`src/rtl/pll_dri_reconfig_ctrl_if.sv`:
```
// Host, DRI and PLL-pin bundle for pll_dri_reconfig_ctrl.
// master = system control / PF_CCC side, slave = the reconfiguration sequencer.
interface pll_dri_reconfig_ctrl_if #(
  parameter int DEPTH = 8
);
  logic                         cfg_wr_en;
  logic [8:0]                   cfg_addr;
  logic [31:0]                  cfg_data;
  logic                         cfg_full;
  logic [$clog2(DEPTH+1)-1:0]   cfg_count;
  logic                         start;
  logic                         busy;
  logic                         done;
  logic                         err;
  logic [1:0]                   err_code;
  logic [10:0]                  dri_ctrl;
  logic [32:0]                  dri_wdata;
  logic [32:0]                  dri_rdata;
  logic                         dri_interrupt;
  logic                         pll_powerdown_n;
  logic                         pll_lock;
  logic                         pll_locked;

  modport master (
    output cfg_wr_en, cfg_addr, cfg_data, start, dri_rdata, dri_interrupt, pll_lock,
    input  cfg_full, cfg_count, busy, done, err, err_code, dri_ctrl, dri_wdata,
           pll_powerdown_n, pll_locked
  );

  modport slave (
    input  cfg_wr_en, cfg_addr, cfg_data, start, dri_rdata, dri_interrupt, pll_lock,
    output cfg_full, cfg_count, busy, done, err, err_code, dri_ctrl, dri_wdata,
           pll_powerdown_n, pll_locked
  );
endinterface

```
`src/rtl/pll_dri_reconfig_ctrl.sv`:
```
// Queued DRI write sequencer for PLL reconfiguration: powerdown, writes, release, relock.
// Define PLL_DRI_READBACK_EN to verify every write with a DRI readback.
module pll_dri_reconfig_ctrl #(
  parameter int DEPTH        = 8,
  parameter int PD_CYCLES    = 16,
  parameter int ACK_TIMEOUT  = 64,
  parameter int LOCK_TIMEOUT = 4096
) (
  input logic                    dri_clk,
  input logic                    dri_arst,
  pll_dri_reconfig_ctrl_if.slave bus
);

  localparam int AW   = $clog2(DEPTH);
  localparam int QW   = $clog2(DEPTH + 1);
  localparam int TMAX = (LOCK_TIMEOUT > ACK_TIMEOUT)
                        ? ((LOCK_TIMEOUT > PD_CYCLES) ? LOCK_TIMEOUT : PD_CYCLES)
                        : ((ACK_TIMEOUT > PD_CYCLES) ? ACK_TIMEOUT : PD_CYCLES);
  localparam int TW   = $clog2(TMAX + 1);

  localparam logic [QW-1:0] Q_FULL    = QW'(DEPTH);
  localparam logic [QW-1:0] Q_ONE     = QW'(1);
  localparam logic [TW-1:0] PD_LAST   = TW'(PD_CYCLES - 1);
  localparam logic [TW-1:0] ACK_LAST  = TW'(ACK_TIMEOUT - 1);
  localparam logic [TW-1:0] LOCK_LAST = TW'(LOCK_TIMEOUT - 1);

  typedef enum logic [3:0] {
    S_IDLE,
    S_PD,
    S_WR_ISSUE,
    S_WR_WAIT,
`ifdef PLL_DRI_READBACK_EN
    S_RD_ISSUE,
    S_RD_WAIT,
`endif
    S_WR_DONE,
    S_RELEASE,
    S_LOCK_WAIT
  } state_t;

  state_t         state;
  logic [TW-1:0]  tmr;
  logic [40:0]    queue_mem [DEPTH];
  logic [AW-1:0]  wr_ptr;
  logic [AW-1:0]  rd_ptr;
  logic [AW-1:0]  rd_ptr_next;
  logic [QW-1:0]  q_count;
  logic           busy;
  logic           done;
  logic           err;
  logic [1:0]     err_code;
  logic [10:0]    dri_ctrl;
  logic [31:0]    wdata;
  logic           pwdn_n;
  logic           lock_meta;
  logic           lock_sync;
  logic           push;
  logic           dri_ack;
  logic [40:0]    head_entry;
  logic [40:0]    next_entry;
  logic           err_hit;
  logic [1:0]     err_hit_code;

  assign push        = bus.cfg_wr_en && (q_count != Q_FULL) && !busy;
  assign dri_ack     = bus.dri_rdata[32];
  assign rd_ptr_next = rd_ptr + 1'b1;
  assign head_entry  = queue_mem[rd_ptr];
  assign next_entry  = queue_mem[rd_ptr_next];

  assign bus.cfg_full        = (q_count == Q_FULL);
  assign bus.cfg_count       = q_count;
  assign bus.busy            = busy;
  assign bus.done            = done;
  assign bus.err             = err;
  assign bus.err_code        = err_code;
  assign bus.dri_ctrl        = dri_ctrl;
  assign bus.dri_wdata       = {1'b0, wdata};
  assign bus.pll_powerdown_n = pwdn_n;
  assign bus.pll_locked      = lock_sync;

`ifndef PLL_DRI_READBACK_EN
  logic unused_rdata;
  assign unused_rdata = ^bus.dri_rdata[31:0];
`endif

  always_ff @(posedge dri_clk) begin
    if (push) queue_mem[wr_ptr] <= {bus.cfg_addr, bus.cfg_data};
  end

  always_ff @(posedge dri_clk or posedge dri_arst) begin
    if (dri_arst) begin
      lock_meta <= 1'b0;
      lock_sync <= 1'b0;
    end else begin
      lock_meta <= bus.pll_lock;
      lock_sync <= lock_meta;
    end
  end

  // An interrupt outranks an ack or timeout seen in the same cycle.
  always_comb begin
    err_hit      = 1'b0;
    err_hit_code = 2'b00;
    if (state != S_IDLE && bus.dri_interrupt) begin
      err_hit      = 1'b1;
      err_hit_code = 2'b11;
    end else begin
      case (state)
        S_WR_WAIT: begin
          if (!dri_ack && tmr == ACK_LAST) begin
            err_hit      = 1'b1;
            err_hit_code = 2'b01;
          end
        end
`ifdef PLL_DRI_READBACK_EN
        S_RD_WAIT: begin
          if (dri_ack && bus.dri_rdata[31:0] != wdata) begin
            err_hit      = 1'b1;
            err_hit_code = 2'b11;
          end else if (!dri_ack && tmr == ACK_LAST) begin
            err_hit      = 1'b1;
            err_hit_code = 2'b01;
          end
        end
`endif
        S_LOCK_WAIT: begin
          if (!lock_sync && tmr == LOCK_LAST) begin
            err_hit      = 1'b1;
            err_hit_code = 2'b10;
          end
        end
        default: ;
      endcase
    end
  end

  always_ff @(posedge dri_clk or posedge dri_arst) begin
    if (dri_arst) begin
      state    <= S_IDLE;
      tmr      <= '0;
      wr_ptr   <= '0;
      rd_ptr   <= '0;
      q_count  <= '0;
      busy     <= 1'b0;
      done     <= 1'b0;
      err      <= 1'b0;
      err_code <= 2'b00;
      dri_ctrl <= '0;
      wdata    <= '0;
      pwdn_n   <= 1'b1;
    end else begin
      done <= 1'b0;
      if (push) begin
        wr_ptr  <= wr_ptr + 1'b1;
        q_count <= q_count + 1'b1;
      end
      // Any failure aborts the sequence, drops pending writes and lets the PLL run again.
      if (err_hit) begin
        state    <= S_IDLE;
        busy     <= 1'b0;
        err      <= 1'b1;
        err_code <= err_hit_code;
        pwdn_n   <= 1'b1;
        dri_ctrl <= '0;
        q_count  <= '0;
        wr_ptr   <= '0;
        rd_ptr   <= '0;
      end else begin
        case (state)
          S_IDLE: begin
            if (bus.start) begin
              err      <= 1'b0;
              err_code <= 2'b00;
              busy     <= 1'b1;
              pwdn_n   <= 1'b0;
              tmr      <= '0;
              state    <= S_PD;
            end
          end
          S_PD: begin
            if (tmr == PD_LAST) begin
              if (q_count == '0) begin
                state <= S_RELEASE;
              end else begin
                dri_ctrl <= {2'b11, head_entry[40:32]};
                wdata    <= head_entry[31:0];
                state    <= S_WR_ISSUE;
              end
            end else begin
              tmr <= tmr + 1'b1;
            end
          end
          S_WR_ISSUE: begin
            dri_ctrl <= '0;
            tmr      <= '0;
            state    <= S_WR_WAIT;
          end
          S_WR_WAIT: begin
            if (dri_ack) begin
`ifdef PLL_DRI_READBACK_EN
              dri_ctrl <= {2'b10, head_entry[40:32]};
              state    <= S_RD_ISSUE;
`else
              state    <= S_WR_DONE;
`endif
            end else if (tmr != '1) begin
              tmr <= tmr + 1'b1;
            end
          end
`ifdef PLL_DRI_READBACK_EN
          S_RD_ISSUE: begin
            dri_ctrl <= '0;
            tmr      <= '0;
            state    <= S_RD_WAIT;
          end
          S_RD_WAIT: begin
            if (dri_ack) begin
              state <= S_WR_DONE;
            end else if (tmr != '1) begin
              tmr <= tmr + 1'b1;
            end
          end
`endif
          // The entry leaves the queue only once its write is confirmed.
          S_WR_DONE: begin
            rd_ptr  <= rd_ptr_next;
            q_count <= q_count - 1'b1;
            if (q_count > Q_ONE) begin
              dri_ctrl <= {2'b11, next_entry[40:32]};
              wdata    <= next_entry[31:0];
              state    <= S_WR_ISSUE;
            end else begin
              state <= S_RELEASE;
            end
          end
          S_RELEASE: begin
            pwdn_n <= 1'b1;
            tmr    <= '0;
            state  <= S_LOCK_WAIT;
          end
          S_LOCK_WAIT: begin
            if (lock_sync) begin
              done  <= 1'b1;
              busy  <= 1'b0;
              state <= S_IDLE;
            end else if (tmr != '1) begin
              tmr <= tmr + 1'b1;
            end
          end
          default: state <= S_IDLE;
        endcase
      end
    end
  end

endmodule

```
`src/flat_wrapper.sv`:
```
// flat-port wrapper written by rule: the top's interface ports become plain ports
module pll_dri_reconfig_ctrl_flat 
#(
  parameter int DEPTH        = 8,
  parameter int PD_CYCLES    = 16,
  parameter int ACK_TIMEOUT  = 64,
  parameter int LOCK_TIMEOUT = 4096
)
  (dri_clk, dri_arst, bus_cfg_wr_en, bus_cfg_addr, bus_cfg_data, bus_start, bus_dri_rdata, bus_dri_interrupt, bus_pll_lock, bus_cfg_full, bus_cfg_count, bus_busy, bus_done, bus_err, bus_err_code, bus_dri_ctrl, bus_dri_wdata, bus_pll_powerdown_n, bus_pll_locked);
  pll_dri_reconfig_ctrl_if #(.DEPTH(DEPTH)) bus_i ();
  input logic dri_clk;
  input logic dri_arst;
  input wire logic [$bits(bus_i.cfg_wr_en)-1:0] bus_cfg_wr_en;
  input wire logic [$bits(bus_i.cfg_addr)-1:0] bus_cfg_addr;
  input wire logic [$bits(bus_i.cfg_data)-1:0] bus_cfg_data;
  input wire logic [$bits(bus_i.start)-1:0] bus_start;
  input wire logic [$bits(bus_i.dri_rdata)-1:0] bus_dri_rdata;
  input wire logic [$bits(bus_i.dri_interrupt)-1:0] bus_dri_interrupt;
  input wire logic [$bits(bus_i.pll_lock)-1:0] bus_pll_lock;
  output wire logic [$bits(bus_i.cfg_full)-1:0] bus_cfg_full;
  output wire logic [$bits(bus_i.cfg_count)-1:0] bus_cfg_count;
  output wire logic [$bits(bus_i.busy)-1:0] bus_busy;
  output wire logic [$bits(bus_i.done)-1:0] bus_done;
  output wire logic [$bits(bus_i.err)-1:0] bus_err;
  output wire logic [$bits(bus_i.err_code)-1:0] bus_err_code;
  output wire logic [$bits(bus_i.dri_ctrl)-1:0] bus_dri_ctrl;
  output wire logic [$bits(bus_i.dri_wdata)-1:0] bus_dri_wdata;
  output wire logic [$bits(bus_i.pll_powerdown_n)-1:0] bus_pll_powerdown_n;
  output wire logic [$bits(bus_i.pll_locked)-1:0] bus_pll_locked;
  assign bus_i.cfg_wr_en = bus_cfg_wr_en;
  assign bus_i.cfg_addr = bus_cfg_addr;
  assign bus_i.cfg_data = bus_cfg_data;
  assign bus_i.start = bus_start;
  assign bus_i.dri_rdata = bus_dri_rdata;
  assign bus_i.dri_interrupt = bus_dri_interrupt;
  assign bus_i.pll_lock = bus_pll_lock;
  assign bus_cfg_full = bus_i.cfg_full;
  assign bus_cfg_count = bus_i.cfg_count;
  assign bus_busy = bus_i.busy;
  assign bus_done = bus_i.done;
  assign bus_err = bus_i.err;
  assign bus_err_code = bus_i.err_code;
  assign bus_dri_ctrl = bus_i.dri_ctrl;
  assign bus_dri_wdata = bus_i.dri_wdata;
  assign bus_pll_powerdown_n = bus_i.pll_powerdown_n;
  assign bus_pll_locked = bus_i.pll_locked;
  pll_dri_reconfig_ctrl #(.DEPTH(DEPTH), .PD_CYCLES(PD_CYCLES), .ACK_TIMEOUT(ACK_TIMEOUT), .LOCK_TIMEOUT(LOCK_TIMEOUT)) u_core (.dri_clk(dri_clk), .dri_arst(dri_arst), .bus(bus_i));
endmodule
```
`config.mk`:
```
export PLATFORM = sky130hd
export DESIGN_NAME = pll_dri_reconfig_ctrl_flat
export DESIGN_NICKNAME = d
export VERILOG_FILES = /design/src/rtl/pll_dri_reconfig_ctrl_if.sv /design/src/rtl/pll_dri_reconfig_ctrl.sv /design/src/flat_wrapper.sv
export SDC_FILE = /design/constraint.sdc
export NUM_CORES = 1
export LEC_CHECK = 0
export CORE_UTILIZATION = 64
export DETAILED_ROUTE_END_ITERATION = 16
export MAX_ROUTING_LAYER = met4
export PLACE_DENSITY_LB_ADDON = 0.2
export SLEW_MARGIN = 30
export SYNTH_ARGS = -nofsm -noshare
export SYNTH_HDL_FRONTEND = slang
export SYNTH_SLANG_ARGS = --single-unit
```
`constraint.sdc`:
```
create_clock -name dri_clk -period 9.65 [get_ports dri_clk]
set_input_delay 2.895 -clock dri_clk [delete_from_list [all_inputs] [get_ports dri_clk]]
set_output_delay 2.895 -clock dri_clk [all_outputs]
set_load 0.1 [all_outputs]
```
# Word level (Yosys, flattened, before mapping)
# Memories as Yosys holds them, arrays and structs flattened.
# Cells that the tools add are included.
[totals]
reg_bits = 78
mem_bits_rw = 328
inputBits = 80
output_inout_bits = 56
word_cells = 131
n_memories = 1
[mem_list]
columns = ["name", "depth", "width", "rd", "rd_clocked_by_memory_dff", "wr", "line", "source"]
rows = [
  ["u_core.queue_mem", 8, 41, 2, 0, 1, "pll_dri_reconfig_ctrl.sv:43", "logic [40:0] queue_mem [DEPTH];"],
]
[classes]
add_sub_neg = 5
magnitude_cmp = 1
n_eq_ne = 25
muxes = 55
bitwise = 1
reduce_logical = 29
[op_table]
columns = ["cell", "count"]
rows = [
  ["32-bit two-way mux", 3],
  ["13-bit two-way mux", 5],
  ["13-bit one-hot mux with 5 select lines", 1],
  ["32-bit one-hot mux with 2 select lines", 1],
  ["11-bit two-way mux", 4],
  ["11-bit one-hot mux with 3 select lines", 1],
  ["4-bit two-way mux", 8],
  ["4-bit one-hot mux with 7 select lines", 1],
  ["3-bit two-way mux", 6],
  ["1-bit two-way mux", 16],
  ["13-bit by 1-bit adder with 13-bit output, second input constant", 1],
  ["13-bit by 12-bit equality test with 1-bit output, second input constant", 1],
  ["13-bit by 4-bit equality test with 1-bit output, second input constant", 1],
  ["13-bit by 6-bit equality test with 1-bit output, second input constant", 1],
  ["13-bit != test, second input constant", 1],
  ["4-bit by 3-bit equality test with 1-bit output, second input constant", 3],
  ["2-bit two-way mux", 5],
  ["2-bit != test, second input constant", 5],
  ["2-bit nonzero test", 5],
  ["3-bit by 1-bit != test with 1-bit output, second input constant", 3],
  ["3-bit by 2-bit != test with 1-bit output, second input constant", 3],
  ["3-bit nonzero test", 3],
  ["4-bit by 2-bit equality test with 1-bit output, second input constant", 2],
  ["4-bit logical NOT", 2],
  ["other kinds (21)", 34],
]

# Longest topological paths before layout
# Gate-level depths: netlist of the first run.
[logic_depth]
depth_word = 7
mapped_depth = 9

# Worst setup path before layout of the first run
# OpenSTA, ideal clock, no wires.
[synth_path]
path_kind = "input to register"
from = "input bus_cfg_wr_en"
to = "memory u_core.queue_mem[0][0] (enable)"
setup_time_ps = 541
t_arrival_ps = 7407
t_required_ps = 9109
setup_slack_ps = 1702
path_stages = 3
path_buffers = 1
path_cell_list = "or3b_2 -> clkbuf_1 -> nor4_1"
[synth_between]
elab_chain_cells = 4
[synth_rtl]
columns = ["element", "line", "source"]
rows = [
  ["from (decl)", "flat_wrapper.sv:13", "input wire logic [$bits(bus_i.cfg_wr_en)-1:0] bus_cfg_wr_en;"],
  ["1-bit logical AND (2 in series)", "pll_dri_reconfig_ctrl.sv:64", "assign push = bus.cfg_wr_en && (q_count != Q_FULL) && !busy;"],
  ["1-bit two-way mux", "pll_dri_reconfig_ctrl.sv:87", "if (push) queue_mem[wr_ptr] <= {bus.cfg_addr, bus.cfg_data};"],
  ["1-bit two-way mux (not written as such)", "pll_dri_reconfig_ctrl.sv:87", ""],
  ["to (decl)", "pll_dri_reconfig_ctrl.sv:43", ""],
]
# Every way passes these cells.

# Worst setup path in the final report of the first run
[layout_path]
from = "input bus_cfg_wr_en"
to = "memory u_core.queue_mem[1][28] (enable)"
# Same word-level chain as after synthesis.

==> results of run 1 <==
## stage by stage
stage	cells	setup WS, ns	utilization, %
after floorplan	1109	1.70	-
after global placement	1533	3.55	70.1
after detailed placement	1533	3.53	70.1
after CTS	1609	4.02	74.3
after global routing	1611	3.77	74.5
final	1611	4.00	74.5
## metal layers
| metal | part of all wire [%] | vias up | global-route usage (%) | wire [microns] |
|---|---|---|---|---|
| met5 | 0 | - | - | 0 |
| met4 | 1.9 | 0 | 6.90 | 751 |
| met3 | 6.9 | 69 | 4.51 | 2750 |
| met2 | 51 | 468 | 45.8 | 20300 |
| met1 | 40 | 5688 | 38.6 | 16100 |
| li1 | - | 4690 | - | - |
## placed cells by master (no fill, tap or decap), types with 4 or more instances in the layout
cell,synthesis,layout
sky130_fd_sc_hd__o22ai_1,4,4
sky130_fd_sc_hd__a21oi_1,54,53
sky130_fd_sc_hd__xnor2_1,6,6
sky130_fd_sc_hd__mux4_2,164,164
sky130_fd_sc_hd__clkbuf_16,0,41
sky130_fd_sc_hd__nand2_1,52,52
sky130_fd_sc_hd__clkinv_2,0,7
sky130_fd_sc_hd__clkbuf_1,42,17
sky130_fd_sc_hd__edfxtp_1,328,328
sky130_fd_sc_hd__nor3_2,0,4
sky130_fd_sc_hd__mux2i_1,43,43
sky130_fd_sc_hd__a32o_1,7,7
sky130_fd_sc_hd__inv_1,12,11
sky130_fd_sc_hd__or3_1,4,4
sky130_fd_sc_hd__mux2_2,25,25
sky130_fd_sc_hd__nand3_1,17,17
sky130_fd_sc_hd__nand2b_1,7,7
sky130_fd_sc_hd__o21ai_0,12,12
sky130_fd_sc_hd__nor2_1,73,70
sky130_fd_sc_hd__o221a_2,9,9
sky130_fd_sc_hd__o31ai_1,11,11
sky130_fd_sc_hd__a22o_1,4,4
sky130_fd_sc_hd__nor4_1,5,4
sky130_fd_sc_hd__ha_1,7,6
sky130_fd_sc_hd__nor3_1,21,17
sky130_fd_sc_hd__dfrtp_1,75,72
sky130_fd_sc_hd__buf_4,5,18
sky130_fd_sc_hd__clkinv_1,0,9
sky130_fd_sc_hd__o21ai_1,26,26
sky130_fd_sc_hd__clkdlybuf4s50_1,0,101
## registers in the layout, summed over array words and instances (netlist names)
name and cells:
u_core.bus.err_code 2, u_core.bus.pll_powerdown_n 1, u_core.bus.dri_ctrl 10, u_core.bus.pll_locked 1, u_core.bus.done 1, u_core.wdata 32
u_core.lock_meta 1, u_core.wr_ptr 3, u_core.bus.busy 1, u_core.state 3, u_core.bus.err 1, u_core.rd_ptr 3
u_core.queue_mem 328, u_core.bus.cfg_count 4, u_core.tmr 13
## power groups by stage
stage | registers (mW) | clock network [mW] | logic, mW
after global placement | 2.27 | 0 | 2.46
after CTS | 2.25 | 1.44 | 2.53
after floorplan | 2.94 | 0 | 1.28
final | 2.24 | 1.42 | 2.54
after global routing | 2.27 | 1.51 | 2.69
after detailed placement | 2.29 | 0 | 2.51
## critical path: stages
cell and delay (ns):
sky130_fd_sc_hd__clkdlybuf4s50_1 0.49, sky130_fd_sc_hd__nor3b_1 0.67, sky130_fd_sc_hd__nand2_1 0.40, sky130_fd_sc_hd__nor3_2 0.66, sky130_fd_sc_hd__buf_4 0.66
## final timing paths
kind | startpoint | cells after the start | slack, ns | endpoint
worst max-delay path | bus_cfg_wr_en | 5 | 4.00 | u_core.queue_mem[1][28]
worst min-delay path | u_core.lock_meta | 0 | 0.36 | u_core.bus.pll_locked
worst max register to register | u_core.bus.cfg_count[1] | 7 | 5.80 | u_core.queue_mem[1][28]
worst min register to register | u_core.lock_meta | 0 | 0.36 | u_core.bus.pll_locked
max in group asynchronous | dri_arst | 3 | 5.82 | u_core.rd_ptr[0]
min in group asynchronous | dri_arst | 2 | 2.68 | u_core.wdata[5]
## area by class of cell
class / instances / share of cell area [%]
well taps: 384 / 2.25
inverters: 12 / 0.217
repair buffers: 124 / 5.75
clock inverters: 18 / 0.474
multi-input cells: 611 / 31.2
flip-flops and latches: 404 / 55.0
clock buffers: 58 / 5.10
## cell families (layout without fill, tap and decap cells)
logic type | count (synthesis) | count (layout) | synth area share (%)
xor gates and xnor gates | 9 | 9 | 0.421
muxes | 232 | 232 | 23.5
adders and majority gates | 7 | 7 | 0.468
AOI/OAI and AO/OA | 155 | 155 | 5.46
and+or+nand+nor | 207 | 207 | 5.19
DFF | 404 | 404 | 62.8
buffers and inverters | 94 | 212 | 2.11
other | 1 | 1 | 0.0200
==> results_tabular.tex, run 1 <==
\begin{tabular}{lr}
\hline
Metric & Value \\
\hline
\multicolumn{2}{l}{\textbf{Timing}} \\
Hold Violations, Final & 0 \\
Slew at the pin with the worst max-slew slack & 1.02 ns \\
Final period util & 58.5\% \\
Worst clock skew & 0.0185 ns \\
Setup TNS & 0 ns \\
Hold\_ws & 0.364 ns \\
Unrepaired setup endpoints after global routing & false \\
Setup violation total in the final timing report & 0 \\
Maximum clock frequency & 177 MHz \\
Rel. slew slack & 31.7\% \\
Fin crit period & 5.65 ns \\
Max-slew violation count & 0 \\
\multicolumn{2}{l}{\textbf{Yosys}} \\
EDFF count, synth & 328 \\
Cell count after synthesis & 1109 \\
Most frequent cell after synthesis & sky130\_fd\_sc\_hd\_\_edfxtp\_1 \\
Synth cell count leaders & sky130\_fd\_sc\_hd\_\_edfxtp\_1, sky130\_fd\_sc\_hd\_\_mux4\_2, sky130\_fd\_sc\_hd\_\_dfrtp\_1, sky130\_fd\_sc\_hd\_\_nor2\_1, sky130\_fd\_sc\_hd\_\_a21oi\_1 \\
Mapped Avg Cell Area & 16.9 sq um \\
Most area-hungry cell type in the Yosys netlist & sky130\_fd\_sc\_hd\_\_edfxtp\_1 \\
Distinct cell type count of the synthesized netlist & 66 \\
Post-synthesis register bit count & 404 \\
Count of warnings emitted by yosys & 0 \\
Post-Synthesis Cell Area & 18700 sq um \\
Top cells by area in the synthesized netlist & sky130\_fd\_sc\_hd\_\_edfxtp\_1, sky130\_fd\_sc\_hd\_\_mux4\_2, sky130\_fd\_sc\_hd\_\_dfrtp\_1, sky130\_fd\_sc\_hd\_\_mux2i\_1, sky130\_fd\_sc\_hd\_\_mux2\_2 \\
Number of nets in the synthesized netlist & 1196 \\
Leading register cell type out of synthesis & sky130\_fd\_sc\_hd\_\_edfxtp\_1 \\
Fraction of registers with async set or reset after synthesis & 18.8\% \\
Share of the synthesized area in the top cell type & 52.6\% \\
Register area share after synthesis & 62.8\% \\
\multicolumn{2}{l}{\textbf{Outcome}} \\
Run status & finished, final reports clean \\
\multicolumn{2}{l}{\textbf{Clock network}} \\
TritonCTS Buffers & 41 \\
Number of hold-repair buffers added at the cts stage & 0 \\
CTS tree & yes \\
CTS HTree Levels & 2 \\
\# resized after CTS & 0 \\
Post-CTS Setup Inserts & 0 \\
TritonCTS Sinks & 404 \\
CTS clk-pin slew, worst paths & 0.06 ns \\
Clock Path Buffers & 3 \\
Clock latency on the worst-skew pair & 0.54 ns \\
Root buffer cell & sky130\_fd\_sc\_hd\_\_clkbuf\_16 \\
\multicolumn{2}{l}{\textbf{Finish}} \\
Antenna diode count & 0 \\
Area growth, synth to finish & 14.2\% \\
NumNets Final & 1281 \\
Number of fill cells in the layout & 1699 \\
Final design instance area without fill & 21400 sq um \\
Seq. cell area & 11800 sq um \\
Multi-input gate area & 6670 sq um \\
Ratio of cells with drive above 1 in the final layout & 24.3\% \\
\multicolumn{2}{l}{\textbf{Floorplanning}} \\
Standard cell core area & 28700 sq um \\
Chip width & 173 microns \\
Number of rows in the core area & 62 \\
Height of the chip & 173 microns \\
Starting Density & 65.2\% \\
Number of primary I/O pins & 136 \\
Area of the die & 29900 sq um \\
\multicolumn{2}{l}{\textbf{Global route}} \\
Global-route wire length before repair & 63000 microns \\
Maximum number of pins on one net before global-route repair & 166 \\
Sum of overflow across all layers after global routing & 0 \\
Vias in the first global route & 11100 \\
Global routing usage summed across all routing layers & 28.4\% \\
Number of antenna violations at the first check in global routing & 0 \\
\multicolumn{2}{l}{\textbf{Route}} \\
Post-detailed-route via-to-cell ratio & 6.78 \\
DRT Wirelength & 39900 microns \\
Final antenna-violating net count & 0 \\
Mean routed wirelength per cell & 24.8 microns \\
Drt pass-1 iters & 5 \\
Number of DRC markers in iteration 0 & 1173 \\
Count of vias placed by the detailed router & 10900 \\
\# DRC & 0 \\
\multicolumn{2}{l}{\textbf{Pwr}} \\
P\_leak & 6.87 nW \\
Part of the total power dissipated in sequential elements & 36.2\% \\
Power density of the placed cells & 290 nW/um\^{}2 \\
Max rail drop VDD & 206 uV \\
Net Sw Frac & 38.8\% \\
Post-layout power & 6.20 mW \\
Combinational cell fraction of total power & 40.9\% \\
Sw Pwr & 2.41 mW \\
Internal power & 3.79 mW \\
Fraction of power consumed by the clock network & 23.0\% \\
\multicolumn{2}{l}{\textbf{Placement}} \\
Cell area after placement & 20100 sq um \\
DP Wirelength & 22400 microns \\
Count of buffers inserted at the top-level ports & 102 \\
Final RePlAce weighted congestion & 0.835 \\
\multicolumn{2}{l}{\textbf{Min path}} \\
Worst min path class & reg2reg \\
\multicolumn{2}{l}{\textbf{Worst setup path}} \\
Data required time at the worst endpoint & 9.81 ns \\
Classification of the worst setup path & in2reg \\
Data arrival time of the critical path & 5.80 ns \\
Maximum fanout along the worst path & 34 \\
Nature of the critical path startpoint & input port \\
Capturing element type of the critical path & flip-flop \\
\multicolumn{2}{l}{\textbf{Flow run}} \\
MaxCap Viol Count & 0 \\
\hline
\end{tabular}
Note: power is estimated with default switching activity, not from simulation.
==> run 2, diff against run 1 <==
--- a/config.mk
+++ b/config.mk
@@ -5,7 +5,7 @@
 export SDC_FILE = /design/constraint.sdc
 export NUM_CORES = 1
 export LEC_CHECK = 0
-export CORE_UTILIZATION = 64
+export CORE_UTILIZATION = 53
 export DETAILED_ROUTE_END_ITERATION = 16
 export MAX_ROUTING_LAYER = met4
 export PLACE_DENSITY_LB_ADDON = 0.2
==> constraint.sdc (replaced) <==
create_clock -name dri_clk -period 5.1 [get_ports dri_clk]
set_input_delay 1.53 -clock dri_clk [delete_from_list [all_inputs] [get_ports dri_clk]]
set_output_delay 1.53 -clock dri_clk [all_outputs]
set_load 0.1 [all_outputs]
==> results_tabular.tex, run 2 (synthesis results as in run 1) <==
\begin{tabular}{lr}
\hline
Metric & Value \\
\hline
\multicolumn{2}{l}{\textbf{Timing}} \\
Worst clock skew & 0.0170 ns \\
Fin crit period & 4.25 ns \\
Hold Violations, Final & 0 \\
Final period util & 83.4\% \\
Unrepaired setup endpoints after global routing & false \\
Hold\_ws & 0.361 ns \\
Setup violation total in the final timing report & 0 \\
Max-slew violation count & 0 \\
Rel. slew slack & 32.9\% \\
Slew at the pin with the worst max-slew slack & 1.00 ns \\
Setup TNS & 0 ns \\
Maximum clock frequency & 235 MHz \\
Smallest setup slack after layout & 0.847 ns \\
\multicolumn{2}{l}{\textbf{Clock network}} \\
CTS tree & yes \\
Root buffer cell & sky130\_fd\_sc\_hd\_\_clkbuf\_16 \\
TritonCTS Buffers & 43 \\
Number of hold-repair buffers added at the cts stage & 0 \\
CTS HTree Levels & 2 \\
CTS clk-pin slew, worst paths & 0.06 ns \\
Clock latency on the worst-skew pair & 0.55 ns \\
Post-CTS Setup Inserts & 0 \\
TritonCTS Sinks & 404 \\
\# resized after CTS & 0 \\
Clock Path Buffers & 3 \\
\multicolumn{2}{l}{\textbf{Floorplanning}} \\
Number of rows in the core area & 68 \\
Starting Density & 54.1\% \\
Height of the chip & 190 microns \\
Standard cell core area & 34600 sq um \\
Chip width & 190 microns \\
Number of primary I/O pins & 136 \\
Area of the die & 36100 sq um \\
\multicolumn{2}{l}{\textbf{Worst setup path}} \\
Maximum fanout along the worst path & 6 \\
Data required time at the worst endpoint & 3.57 ns \\
Beginning of the critical path & u\_core.bus.cfg\_count[0] \\
Nature of the critical path startpoint & flip-flop \\
Flop2flop setup slack & 1.90 ns \\
Classification of the worst setup path & reg2out \\
Worst reg2reg startpoint & u\_core.state[1] \\
Data arrival time of the critical path & 2.72 ns \\
Logic depth of the worst register-to-register path & 5 \\
Capturing element type of the critical path & output port \\
Destination of the worst register-to-register timing path & u\_core.tmr[8] \\
\multicolumn{2}{l}{\textbf{Min path}} \\
Origin of the worst min-delay path & u\_core.lock\_meta \\
Worst hold endpoint & u\_core.bus.pll\_locked \\
Worst Hold Depth & 0 \\
Worst min path class & reg2reg \\
\multicolumn{2}{l}{\textbf{Finish}} \\
Largest Register & u\_core.queue\_mem \\
Max FFs per register & 328 \\
Most used cells in the layout excluding fill and tap cells & sky130\_fd\_sc\_hd\_\_edfxtp\_1, sky130\_fd\_sc\_hd\_\_mux4\_2, sky130\_fd\_sc\_hd\_\_clkdlybuf4s50\_1 \\
Seq. cell area & 11800 sq um \\
Number of fill cells in the layout & 2416 \\
Multi-input gate area & 6690 sq um \\
Top flop regs & u\_core.queue\_mem: 328 flops, u\_core.wdata: 32 flops, u\_core.tmr: 13 flops \\
Most common cell after layout, fill and taps aside & sky130\_fd\_sc\_hd\_\_edfxtp\_1 \\
Area growth, synth to finish & 16.5\% \\
Ratio of cells with drive above 1 in the final layout & 25.7\% \\
Core utilization of the finished layout & 63.0\% \\
NumNets Final & 1286 \\
\multicolumn{2}{l}{\textbf{Route}} \\
Mean routed wirelength per cell & 23.7 microns \\
Post-detailed-route via-to-cell ratio & 6.28 \\
DRT Wirelength & 40200 microns \\
\# DRC & 0 \\
Number of DRC markers in iteration 0 & 707 \\
Drt pass-1 iters & 5 \\
Count of vias placed by the detailed router & 10600 \\
Final antenna-violating net count & 0 \\
\multicolumn{2}{l}{\textbf{Global route}} \\
Number of antenna violations at the first check in global routing & 5 \\
Global routing usage summed across all routing layers & 23.9\% \\
Sum of overflow across all layers after global routing & 0 \\
Global-route wire length before repair & 63400 microns \\
Maximum number of pins on one net before global-route repair & 106 \\
Vias in the first global route & 11000 \\
\multicolumn{2}{l}{\textbf{Pwr}} \\
Internal power & 7.50 mW \\
Power density of the placed cells & 555 nW/um\^{}2 \\
Max rail drop VDD & 481 uV \\
Part of the total power dissipated in sequential elements & 35.2\% \\
Sw Pwr & 4.61 mW \\
Combinational cell fraction of total power & 39.6\% \\
Fraction of power consumed by the clock network & 25.2\% \\
Net Sw Frac & 38.1\% \\
P\_leak & 7.01 nW \\
Post-layout power & 12.1 mW \\
\multicolumn{2}{l}{\textbf{Placement}} \\
DP Wirelength & 22500 microns \\
Count of buffers inserted at the top-level ports & 102 \\
Pre-CTS worst setup slack & 1.11 ns \\
Final RePlAce weighted congestion & 0.824 \\
\multicolumn{2}{l}{\textbf{Flow run}} \\
MaxCap Viol Count & 0 \\
\multicolumn{2}{l}{\textbf{Outcome}} \\
Run status & finished, final reports clean \\
\hline
\end{tabular}
## run 2: layout make-up
type	count	area share, %
sequential	404	54.0
multi-input combinational	611	30.7
timing repair buffer	127	6.02
clock buffer	63	5.75
tap	455	2.61
clock inverter	17	0.689
inverter	12	0.212
antenna	6	0.0689
## run 2: how the worst max path moves through the flow
stage | endpoint | slack, ns | cells after the start
final | bus_cfg_full | 0.85 | 4
after global placement | u_core.tmr[10] | 1.16 | 6
after detailed placement | u_core.tmr[10] | 1.11 | 6
after CTS | bus_cfg_full | 0.84 | 4
after global routing | bus_cfg_full | 0.75 | 4
after floorplan | u_core.queue_mem[2][0] | -1.01 | 6
## run 2: stage by stage
step / instances / instance area [sq um]
detailed placement: 1609 / 20400
floorplan: 1109 / 18700
finish: 1695 / 21800
global route: 1694 / 21800
CTS: 1689 / 21800
global placement: 1608 / 20300
## run 2: routing by layer
| metal | wire (microns) | up-vias | GRT usage, % |
|---|---|---|---|
| met5 | 0 | - | - |
| met4 | 709 | 0 | 6.42 |
| met3 | 2150 | 45 | 3.97 |
| met2 | 20300 | 289 | 38.3 |
| met1 | 17000 | 5569 | 32.1 |
| li1 | - | 4738 | - |
## run 2: worst max-delay path, cell delays in order (launching register included)
cell                              delay (ns)
sky130_fd_sc_hd__dfrtp_1                0.45
sky130_fd_sc_hd__inv_1                  0.16
sky130_fd_sc_hd__ha_1                   0.21
sky130_fd_sc_hd__and3b_1                0.23
sky130_fd_sc_hd__clkdlybuf4s50_1        1.14
## run 2: power by group through the flow
stage	Combinational, mW	Sequential, mW	Clock [mW]
after global routing	5.10	4.32	3.25
final	4.79	4.27	3.05
after floorplan	2.43	5.56	0
after global placement	4.73	4.31	0
after CTS	4.83	4.27	3.12
after detailed placement	4.81	4.33	0
==> variant 1 (flow settings as in run 2) <==
`LOCK_TIMEOUT` is set to 4096 in 2 places; all go to 8192.
--- a/src/rtl/pll_dri_reconfig_ctrl.sv
+++ b/src/rtl/pll_dri_reconfig_ctrl.sv
@@ -4,7 +4,7 @@
   parameter int DEPTH        = 8,
   parameter int PD_CYCLES    = 16,
   parameter int ACK_TIMEOUT  = 64,
-  parameter int LOCK_TIMEOUT = 4096
+  parameter int LOCK_TIMEOUT = 8192
 ) (
   input logic                    dri_clk,
   input logic                    dri_arst,
--- a/src/flat_wrapper.sv
+++ b/src/flat_wrapper.sv
@@ -4,7 +4,7 @@
   parameter int DEPTH        = 8,
   parameter int PD_CYCLES    = 16,
   parameter int ACK_TIMEOUT  = 64,
-  parameter int LOCK_TIMEOUT = 4096
+  parameter int LOCK_TIMEOUT = 8192
 )
   (dri_clk, dri_arst, bus_cfg_wr_en, bus_cfg_addr, bus_cfg_data, bus_start, bus_dri_rdata, bus_dri_interrupt, bus_pll_lock, bus_cfg_full, bus_cfg_count, bus_busy, bus_done, bus_err, bus_err_code, bus_dri_ctrl, bus_dri_wdata, bus_pll_powerdown_n, bus_pll_locked);
   pll_dri_reconfig_ctrl_if #(.DEPTH(DEPTH)) bus_i ();
Check against the original RTL: no difference found for any inputs over 4 cycles, from zero or initial values and one cycle with dri_arst high; that may be too few to reach the edited logic, so the function may still have changed.
==> variant 1 against run 2 <==
The run now ends with DRC left; utilization shrank 0.35 points; area after synthesis is 1.3% lower; routed wire length is 0.32% higher; cell area shrank 1.1%; sequential cell count grew 1; global-route usage grew 0.55 points; power up 3.9%; hold slack got worse by 0.0077 ns; clock power is 2% higher; setup slack gained 0.030 ns; highest routed layer unchanged.
==> variant 1: results (changes against run 2) <==
RR Endpoint - u_core.wdata[29]
Commonest cells post-synth - edfxtp_1 (328), mux4_2 (164), dfrtp_1 (76)
largest registers - u_core.queue_mem: 328 flops, u_core.wdata: 32 flops, u_core.tmr: 14 flops
TritonRoute pass-1 iters - 11 (+6)
number of global-route vias before repair - 10600 (-4.0%)
switching part of the total - 37.8% (-0.29 points)
Remaining DRCs - 2 (+2)
syn_nets - 1089 (-8.9%)
r2r worst-path depth - 7 (+2)
r2r setup slk - 1.80 ns (-0.10 ns)
first-pass GRT wire length - 63.3 mm (-0.25%)
status - finished, violations left
Worst Tran Pin Value - 0.976 ns (-0.0274 ns)
synthesized area per cell - 18.4 sq um (+9.2%)
failing checks - DRC
CP arrival - 2.69 ns (-0.03 ns)
async set or reset register ratio after synthesis - 19.0% (+0.20 points)
Vias/cell - 6.46 (+2.9%)
largest net degree at the start of global routing - 89 (-16%)
WL final - 40.3 mm (+0.32%)
share of layout cells above drive strength 1 - 28.6% (+2.9 points)
initial antenna violation count - 2 (-3)
fill count - 2446 (+1.2%)
R2R Path Start - u_core.state[2]
nets - 1191 (-7.4%)
WHS - 0.353 ns (-0.00773 ns)
Final Skew - 0.0139 ns (-0.00315 ns)
gp weighted congestion - 0.818 (-0.79%)
[variant 1: worst max path at each step]
| stage | start | to | slack (ns) |
|---|---|---|---|
| global placement | bus_dri_rdata[32] | u_core.bus.dri_ctrl[8] | 1.05 |
| CTS | u_core.bus.cfg_count[0] | bus_cfg_full | 0.86 |
| finish | u_core.bus.cfg_count[0] | bus_cfg_full | 0.88 |
| global route | u_core.bus.cfg_count[0] | bus_cfg_full | 0.81 |
| floorplan | u_core.bus.cfg_count[0] | u_core.queue_mem[1][0] | -0.48 |
| detailed placement | bus_dri_rdata[32] | u_core.wdata[30] | 1.07 |
[variant 1: metal layers]
metal / up-vias / GRT usage [%] / wire length [um]
met5: - / - / 0
met4: 0 / 6.08 / 714
met3: 60 / 4.00 / 2780
met2: 378 / 37.4 / 19600
met1: 5447 / 34.7 / 17200
li1: 4415 / - / -
[variant 1: critical path, stage by stage (launching register included)]
cell             delay [ns]
dfrtp_1                0.44
inv_1                  0.14
ha_1                   0.21
and3b_1                0.21
clkdlybuf4s50_1        1.14
[variant 1: cells by family after synthesis]
family,synth area share [%]
AOI/OAI and AO/OA,5.72
xor gates and xnor gates,0.379
and+or+nand+nor,3.35
buffers and inverters,2.17
DFF,63.8
adders and majority gates,0.474
muxes,24.1
other,0.0203
[variant 1: power by group through the flow]
stage	clock, mW	sequential [mW]	combinational (mW)
finish	3.11	4.39	5.07
global route	3.30	4.45	5.36
global placement	0	4.43	5.01
CTS	3.17	4.40	5.10
detailed placement	0	4.46	5.08
floorplan	0	5.66	2.62
[variant 1: layout make-up]
cell class / instances / area [sq um] / share of cell area [%]
sequential: 405 / 11800 / 54.6
timing repair buffer: 131 / 1310 / 6.06
inverter: 8 / 31.3 / 0.145
clock inverter: 19 / 190 / 0.882
antenna: 4 / 10.0 / 0.0464
multi-input combinational: 515 / 6430 / 29.8
tap: 455 / 569 / 2.64
clock buffer: 58 / 1240 / 5.77
[variant 1: through the flow]
stage | power [mW] | instance area [sq um] | utilization [%]
after floorplan | 8.28 | 18500 | -
after global placement | 9.44 | 20100 | 58.3
after detailed placement | 9.53 | 20100 | 58.4
after CTS | 12.7 | 21600 | 62.5
after global routing | 13.1 | 21600 | 62.6
final | 12.6 | 21600 | 62.6
==> variant 2 (settings of run 2) <==
Made on the original files. Encoding of `state_t`: now one-hot (7 bits for 7 states).
--- a/src/rtl/pll_dri_reconfig_ctrl.sv
+++ b/src/rtl/pll_dri_reconfig_ctrl.sv
@@ -24,18 +24,18 @@
   localparam logic [TW-1:0] ACK_LAST  = TW'(ACK_TIMEOUT - 1);
   localparam logic [TW-1:0] LOCK_LAST = TW'(LOCK_TIMEOUT - 1);
 
-  typedef enum logic [3:0] {
-    S_IDLE,
-    S_PD,
-    S_WR_ISSUE,
-    S_WR_WAIT,
+  typedef enum logic [6:0] {
+    S_IDLE      = 7'b0000001,
+    S_PD        = 7'b0000010,
+    S_WR_ISSUE  = 7'b0000100,
+    S_WR_WAIT   = 7'b0001000,
 `ifdef PLL_DRI_READBACK_EN
     S_RD_ISSUE,
     S_RD_WAIT,
 `endif
-    S_WR_DONE,
-    S_RELEASE,
-    S_LOCK_WAIT
+    S_WR_DONE   = 7'b0010000,
+    S_RELEASE   = 7'b0100000,
+    S_LOCK_WAIT = 7'b1000000
   } state_t;
 
   state_t         state;
Check against the original RTL: no difference found for any inputs over 4 cycles, from zero or initial values and one cycle with dri_arst high; so few cycles prove little.
==> variant 2 against run 2 <==
Via count is 1.7% higher; power is 15% lower; critical path depth stayed put; first-iteration DRC count is 10% higher; register-to-register slack worse by 0.08 ns; area after synthesis is 1.3% higher; die area is 1.3% higher; sequential cell count is 4 higher; cell area is 0.71% higher; setup slack better by 0.029 ns; hold slack worse by 0.0099 ns; critical endpoint unchanged; non-clock buffer count is 4 higher; routed wire length is 2.3% higher; largest cell class unchanged.
==> variant 2: results (changes against run 2) <==
met3 WL - 2.55 mm (+18%)
Fin. Hold Viols - 0 (unchanged)
family with the most delay on the worst path - buffers and inverters
gp weighted congestion - 0.817 (-0.86%)
Worst path max stage delay - 1.14 ns (about the same)
hold-fix buffer count after cts - 0 (unchanged)
Total Routing Usage GR - 24.1% (+0.21 points)
sequential element share of the synthesized area - 62.5% (-0.27 points)
largest registers - u_core.queue_mem: 328 flops, u_core.wdata: 32 flops, u_core.tmr: 13 flops
Port Buffers - 102 (unchanged)
number of synthesis warnings - 0 (unchanged)
EDFF count, synth - 328 (unchanged)
maximum VDD drop - 515 uV (+7.1%)
Setup Slack @ Placement - 0.867 ns (-0.247 ns)
initial antenna violation count - 1 (-4)
clock slew at reported path FFs - 0.06 ns (about the same)
CP max FO - 7 (+1)
worst hold stages - 0 (unchanged)
async set or reset register ratio after synthesis - 19.6% (+0.80 points)
met1 usage - 32.4% (+0.36 points)
CTS root buf - clkbuf_16
status - finished clean
share of layout cells above drive strength 1 - 25.7% (about the same)
slowest CP cell - clkdlybuf4s50_1
met2 wire len - 20.6 mm (+1.5%)
total CTS buffers - 43 (unchanged)
r2r worst-path depth - 7 (+2)
clock tree buffer depth - 3 (unchanged)
largest cells by area after synthesis - edfxtp_1 (52%), mux4_2 (19%), dfrtp_1 (10%), mux2_4 (2.3%), mux2i_1 (2.1%)
CP arrival - 2.69 ns (-0.03 ns)
Hold Crit Class - reg -> reg
DRT iter0 DRCs - 780 (+10%)
DRT met1 WL - 17.2 mm (+0.75%)
cell area after placement - 0.0206 sq mm (+1.1%)
post-CTS sizing - 0 (unchanged)
Avg WL per Cell - 24.2 um (+2.0%)
post-DP HPWL - 23.6 mm (+5.1%)
nets - 1295 (+0.70%)
Distinct cells, synth - 59 (-11%)
via count - 10800 (+1.7%)
Final Skew - 0.0201 ns (+0.00301 ns)
worst rel slew slack - 33.7% (+0.76 points)
largest net degree at the start of global routing - 90 (-15%)
syn_nets - 1195 (-0.084%)
fill count - 2449 (+1.4%)
Commonest cells post-synth - edfxtp_1 (328), mux4_2 (164), nand2_1 (90)
Post-CTS Setup Bufs - 0 (unchanged)
GR met2 Demand/Resource - 39.0% (+0.77 points)
GR Layer Usage met3 - 3.65% (-0.31 points)
first-pass GRT wire length - 64.1 mm (+1.0%)
static leakage - 7.32 nW (+4.4%)
Top FF cell, synth - edfxtp_1
## variant 2: changes by cell type in the layout (fill, tap and decap cells not counted), moves of 13 or more
cell     change
nand2_1     +38
mux2_4      +29
nor2_1      -31
and3_1      +25
a31oi_1     +13
nand3_1     +15
mux2_2      -21
o21ai_1     -26
## variant 2: area by class of cell
cell class                      count  share of cell area (%)
Sequential cell                   408                    54.0
Clock buffer                       63                    5.71
Inverter                            9                   0.160
Tap cell                          455                    2.59
Multi-Input combinational cell    616                    30.9
Timing Repair Buffer              131                    6.09
Clock inverter                     16                   0.479
Antenna cell                        1                  0.0114
## variant 2: kinds of logic (layout without fill, tap and decap cells)
family	count (synthesis)	after routing	synth area share (%)
AOI/OAI and AO/OA	113	113	3.65
other	1	2	0.0198
buffers and inverters	85	219	2.26
DFF	408	408	62.5
and+or+nand+nor	251	251	6.67
muxes	236	236	24.1
xor gates and xnor gates	9	9	0.416
adders and majority gates	6	6	0.396
## variant 2: worst paths after layout
kind,from,to,slack [ns]
worst min-delay path,u_core.lock_meta,u_core.bus.pll_locked,0.35
max in group asynchronous,dri_arst,u_core.bus.pll_powerdown_n,2.91
min in group asynchronous,dri_arst,u_core.wdata[20],1.44
worst min register to register,u_core.lock_meta,u_core.bus.pll_locked,0.35
worst max register to register,u_core.rd_ptr[1],u_core.bus.dri_ctrl[2],1.82
worst max-delay path,u_core.bus.cfg_count[0],bus_cfg_full,0.88
## variant 2: per-stage QoR
stage / instances / utilization (%)
after floorplan: 1109 / -
after global placement: 1618 / 58.9
after detailed placement: 1619 / 59.0
after CTS: 1698 / 62.9
after global routing: 1699 / 62.9
final: 1699 / 62.9
## variant 2: where the power goes
group          total [mW]  internal (mW)  switching [mW]
logic                3.04          0.924            2.11
clock network        2.96           1.71            1.25
registers            4.30           4.05           0.256
total                10.3           6.68            3.62
